### config.mk
export PLATFORM = sky130hd
export DESIGN_NAME = restoring_divider_flat
export DESIGN_NICKNAME = d
export VERILOG_FILES = /design/src/rtl/restoring_divider_if.sv /design/src/rtl/restoring_divider.sv /design/src/flat_wrapper.sv
export SDC_FILE = /design/constraint.sdc
export NUM_CORES = 1
export LEC_CHECK = 0
export ABC_AREA = 0
export CAP_MARGIN = 0
export CORE_UTILIZATION = 45
export CTS_CLUSTER_SIZE = 25
export DETAILED_ROUTE_END_ITERATION = 10
export PLACE_DENSITY = 0.73
export SLEW_MARGIN = 0
export SYNTH_ARGS = -nofsm -noshare
export SYNTH_HDL_FRONTEND = slang
export SYNTH_SLANG_ARGS = --single-unit
### constraint.sdc
create_clock -name clk -period 2.5 [get_ports clk]
set_clock_uncertainty 0.05 [all_clocks]
set_input_delay 0.5 -clock clk [delete_from_list [all_inputs] [get_ports clk]]
set_output_delay 0.5 -clock clk [all_outputs]
set_load 0.01 [all_outputs]
### src/rtl/restoring_divider_if.sv
// Handshake and operand/result bundle for restoring_divider.
// The master issues requests; the slave (the divider) returns results.
interface restoring_divider_if #(
    parameter int BW = 4
);
    logic          start;
    logic [BW-1:0] dividend;
    logic [BW-1:0] divisor;
    logic          busy;
    logic          done;
    logic [BW-1:0] quotient;
    logic [BW-1:0] remainder;
    logic          div_by_zero;

    modport master (
        output start, dividend, divisor,
        input  busy, done, quotient, remainder, div_by_zero
    );

    modport slave (
        input  start, dividend, divisor,
        output busy, done, quotient, remainder, div_by_zero
    );
endinterface

### src/rtl/restoring_divider.sv
// Iterative unsigned restoring divider: one quotient bit per clock using a
// (BW+1)-bit ripple-borrow trial subtractor, with a start/busy/done handshake.
module restoring_divider #(
    parameter int BW = 4
) (
    input logic               clk,
    input logic               rst,
    restoring_divider_if.slave bus
);
    localparam int CW = $clog2(BW);
    localparam logic [CW-1:0] LastCnt = CW'(BW - 1);

    localparam logic [1:0] StIdle = 2'd0;
    localparam logic [1:0] StRun  = 2'd1;
    localparam logic [1:0] StDone = 2'd2;

    logic [1:0]    state_q, state_d;
    logic [CW-1:0] cnt_q, cnt_d;
    logic [BW-1:0] rem_q, rem_d;
    logic [BW-1:0] shreg_q, shreg_d;
    logic [BW-1:0] dvsr_q, dvsr_d;
    logic [BW-1:0] quo_q, quo_d;
    logic [BW-1:0] remout_q, remout_d;
    logic          dbz_q, dbz_d;

    // Trial subtraction Rs - {0,divisor}; cells indexed 1..BW+1, borrow[0] = 0.
    logic [BW+1:1] sub_a;
    logic [BW+1:1] sub_b;
    logic [BW:1]   sub_d;
    logic [BW+1:0] brw;

    assign sub_a  = {rem_q, shreg_q[BW-1]};
    assign sub_b  = {1'b0, dvsr_q};
    assign brw[0] = 1'b0;

    for (genvar i = 1; i <= BW + 1; i++) begin : g_cell
        if (i <= BW) begin : g_diff
            assign sub_d[i] = sub_a[i] ^ sub_b[i] ^ brw[i-1];
        end
        assign brw[i] = (~sub_a[i] & sub_b[i]) | (~(sub_a[i] ^ sub_b[i]) & brw[i-1]);
    end

    always_comb begin
        state_d  = state_q;
        cnt_d    = cnt_q;
        rem_d    = rem_q;
        shreg_d  = shreg_q;
        dvsr_d   = dvsr_q;
        quo_d    = quo_q;
        remout_d = remout_q;
        dbz_d    = dbz_q;
        case (state_q)
            StIdle, StDone: begin
                if (bus.start) begin
                    dvsr_d = bus.divisor;
                    dbz_d  = 1'b0;
                    if (bus.divisor != '0) begin
                        state_d = StRun;
                        shreg_d = bus.dividend;
                        rem_d   = '0;
                        cnt_d   = '0;
                    end else begin
                        state_d  = StDone;
                        quo_d    = '1;
                        remout_d = bus.dividend;
                        dbz_d    = 1'b1;
                    end
                end else begin
                    state_d = StIdle;
                end
            end
            StRun: begin
                // Borrow out means Rs < divisor: keep Rs (restore), quotient bit 0.
                rem_d   = brw[BW+1] ? sub_a[BW:1] : sub_d[BW:1];
                shreg_d = {shreg_q[BW-2:0], ~brw[BW+1]};
                cnt_d   = cnt_q + CW'(1);
                if (cnt_q == LastCnt) begin
                    state_d  = StDone;
                    quo_d    = shreg_d;
                    remout_d = rem_d;
                end
            end
            default: state_d = StIdle;
        endcase
    end

    always_ff @(posedge clk) begin
        if (rst) begin
            state_q  <= StIdle;
            cnt_q    <= '0;
            rem_q    <= '0;
            shreg_q  <= '0;
            dvsr_q   <= '0;
            quo_q    <= '0;
            remout_q <= '0;
            dbz_q    <= 1'b0;
        end else begin
            state_q  <= state_d;
            cnt_q    <= cnt_d;
            rem_q    <= rem_d;
            shreg_q  <= shreg_d;
            dvsr_q   <= dvsr_d;
            quo_q    <= quo_d;
            remout_q <= remout_d;
            dbz_q    <= dbz_d;
        end
    end

    assign bus.busy        = (state_q == StRun);
    assign bus.done        = (state_q == StDone);
    assign bus.quotient    = quo_q;
    assign bus.remainder   = remout_q;
    assign bus.div_by_zero = dbz_q;
endmodule

### src/flat_wrapper.sv
// flat-port wrapper written by rule: the top's interface ports become plain ports
module restoring_divider_flat 
#(
    parameter int BW = 4
)
  (clk, rst, bus_start, bus_dividend, bus_divisor, bus_busy, bus_done, bus_quotient, bus_remainder, bus_div_by_zero);
  restoring_divider_if #(.BW(BW)) bus_i ();
  input logic clk;
  input logic rst;
  input wire logic [$bits(bus_i.start)-1:0] bus_start;
  input wire logic [$bits(bus_i.dividend)-1:0] bus_dividend;
  input wire logic [$bits(bus_i.divisor)-1:0] bus_divisor;
  output wire logic [$bits(bus_i.busy)-1:0] bus_busy;
  output wire logic [$bits(bus_i.done)-1:0] bus_done;
  output wire logic [$bits(bus_i.quotient)-1:0] bus_quotient;
  output wire logic [$bits(bus_i.remainder)-1:0] bus_remainder;
  output wire logic [$bits(bus_i.div_by_zero)-1:0] bus_div_by_zero;
  assign bus_i.start = bus_start;
  assign bus_i.dividend = bus_dividend;
  assign bus_i.divisor = bus_divisor;
  assign bus_busy = bus_i.busy;
  assign bus_done = bus_i.done;
  assign bus_quotient = bus_i.quotient;
  assign bus_remainder = bus_i.remainder;
  assign bus_div_by_zero = bus_i.div_by_zero;
  restoring_divider #(.BW(BW)) u_core (.clk(clk), .rst(rst), .bus(bus_i));
endmodule
==> flow_metrics.env <==
export IMPL_outcome="completed"
export IMPL_synth_warnings=0
export IMPL_finalHoldViolations=0
export IMPL_die_area_mm2=0.002833
export IMPL_seqPwrFrac_pct=54.8
export IMPL_core_mm2=0.002477
export IMPL_required_ps=2690
export IMPL_drt_total_wl_um=2608
export IMPL_viasPerCell=5.764
export IMPL_cts_buffers=3
export IMPL_grt_pass1_vias=947
export IMPL_die_y_um=53.23
export IMPL_antenna_found_initial=0
export IMPL_finalSetupViolCount=0
export IMPL_endpoint_kind="flop"
export IMPL_clk_pin_slew_ps=150
export IMPL_grtUsageTotal_pct=19.32
export IMPL_cts_tree="built"
export IMPL_cp_max_fo=5
export IMPL_p_leak_nw=0.5257
export IMPL_root_buffer="clkbuf_4"
export IMPL_cp_start_kind="flop"
export IMPL_switchingPower_uw=235.5
export IMPL_slew_headroom_pct=79.58
export IMPL_ys_seq_elements=25
export IMPL_p_per_area_mw_per_mm2=532.5
export IMPL_pwr_share_comb_pct=22.2
export IMPL_antenna_cells=0
export IMPL_drtPass1Iterations=4
export IMPL_grt_pass1_wl_um=4029
export IMPL_clockBufferDepth=2
export IMPL_path_class="reg2reg"
export IMPL_min_period_ps=2442
export IMPL_place_ws_ps=-79.56
export IMPL_ys_top_cells_by_area="dfxtp_1, a21oi_1, fa_1"
export IMPL_irDropWorstVdd_mv=0.3884
export IMPL_final_util_pct=61.21
export IMPL_grt_ovfl_total=0
export IMPL_p_clk_share_pct=23.0
export IMPL_fillers=228
export IMPL_pin_count=22
export IMPL_syn_area_per_cell_um2=9.300
export IMPL_drive_gt1_share_pct=15.79
export IMPL_synth_top_cell_area_share_pct=42.37
export IMPL_ys_types=26
export IMPL_fin_nets=169
export IMPL_clock_latency_ps=320
export IMPL_fmax_ghz=0.4094
export IMPL_routed_via_count=1049
export IMPL_portBuffers=21
export IMPL_crit_arrival_ps=2630
export IMPL_grt_max_degree=24
export IMPL_drc=0
export IMPL_finalWeightedCongestion=0.8216
export IMPL_worstMarginPinSlew_ps=305.4
export IMPL_die_width_um=53.23
export IMPL_ant_nets=0
export IMPL_finalPower_uw=807.5
export IMPL_start_util_pct=47.68
export IMPL_htreeDepth=1
export IMPL_wl_per_cell_um=14.33
export IMPL_drt_iter0_drc=22
export IMPL_finalCritPeriodShare_pct=97.70
export IMPL_power_internal_uw=572.0
export IMPL_synth_area_mm2=0.001181
export IMPL_rsz0062_at_grt="true"
export IMPL_netSwitchingFraction_pct=29.16
export IMPL_clock_sinks=25
export IMPL_finalMaxSlewViolations=0
export IMPL_timing_final_ws_setup_ps=57.55
export IMPL_area_growth_pct=28.39
export IMPL_holdCritPathClass="reg2reg"
export IMPL_ys_seq_area_share_pct=42.37
export IMPL_syn_nets=143
export IMPL_synthCells=127
export IMPL_dp_hpwl_um=1834
export IMPL_drv_cap=0
export IMPL_num_rows=18
export IMPL_yosys_area_top_type="dfxtp_1"
-- placed cells by master (no fill, tap or decap), types with 2 or more instances in the layout --
cell type,n
a21oi_1,12
a211oi_1,6
clkdlybuf4s50_1,21
dfxtp_1,24
clkbuf_4,3
o211ai_1,6
nand3_1,4
inv_1,5
a211o_1,4
nor3b_1,3
o21ai_0,7
nor2b_1,2
fa_2,3
nand2_1,15
buf_4,8
nor2_1,2
a31oi_1,3
nand2b_1,4
a311oi_1,5
o221a_2,3
-- final cells by class --
type | instances | area [um2] | area share (%)
repair buffers | 29 | 270.3 | 17.82
clock inverters | 1 | 7.507 | 0.4951
multi-input cells | 88 | 654.4 | 43.15
well taps | 30 | 37.54 | 2.475
inverters | 6 | 22.52 | 1.485
flip-flops and latches | 25 | 501.7 | 33.09
clock buffers | 3 | 22.52 | 1.485
-- sequential cells by signal, indices dropped and copies added, names as in the netlist --
name	cells
u_core.rem_q	4
u_core.cnt_q	2
u_core.dvsr_q	4
u_core.bus.div_by_zero	1
u_core.bus.quotient	4
u_core.bus.remainder	4
u_core.shreg_q	4
u_core.state_q	2
-- power groups by stage --
stage                     combinational [mW]  clock (mW)  sequential (mW)
after floorplan                        0.105           0            0.446
after global placement                 0.166           0            0.447
after detailed placement               0.168           0            0.448
after CTS                              0.172       0.194            0.440
after global routing                   0.198       0.206            0.446
final                                  0.179       0.186            0.442
-- cells by family (layout without fill, tap and decap cells) --
kind of cell    after synthesis  after routing  synth area share [%]
compound gates               48             48                 28.92
simple gates                 35             35                 16.63
flops                        25             25                 42.37
buf+inv                      14             39                 4.872
fa+ha+maj                     5              5                 7.203
-- repair_timing --
item / CTS / global route
hold buffers: 0 / 0
gates resized for setup: 4 / 5
setup endpoints to repair: 5 / 4
buffers inserted: 0 / 0
pin swaps: 3 / 7
-- metal layers --
metal	track usage, %	routed length (um)
met4	6.579	0
met2	32.08	1193
met5	0	0
met3	3.161	129
met1	24.96	1285
-- path summary, 6_finish.rpt --
kind | from | end | slack, ps | cells past startpoint
max reg2reg | u_core.shreg_q[3] | u_core.bus.remainder[1] | 60 | 8
max | u_core.shreg_q[3] | u_core.bus.remainder[1] | 60 | 8
min | u_core.bus.div_by_zero | u_core.bus.div_by_zero | 430 | 2
min reg2reg | u_core.bus.div_by_zero | u_core.bus.div_by_zero | 430 | 2
-- Yosys cell counts --
master,n
fa_1,3
o211ai_1,6
or4_1,1
and3b_1,1
a2bb2oi_1,1
o221a_2,3
nand3b_1,1
nand2b_1,4
ha_1,2
a311oi_1,5
a211oi_1,6
nand2_1,15
buf_2,4
a211o_1,4
o21ai_0,7
nor2_1,2
nor3b_1,4
clkbuf_1,4
nor2b_1,2
nand3_1,4
inv_1,6
o21ai_4,1
a31oi_1,3
dfxtp_1,25
a21oi_1,12
nor4_4,1
-- critical path, stage by stage, from the launching register on --
cell	delay [ps]
dfxtp_2	360
inv_2	40
ha_4	150
fa_2	350
fa_2	350
fa_2	380
nor3b_1	160
a211o_1	320
a311oi_1	210
-- stage by stage --
stage               instances  cell area [um2]  hold slack [ps]  TNS [ps]
floorplan                 127             1181            390.6         0
global placement          178             1454            398.4    -122.3
detailed placement        178             1454            413.2    -266.4
CTS                       182             1493            436.7         0
global route              182             1516            453.8    -5.574
finish                    182             1516            428.6         0
Power figures use the tool's default switching activity.
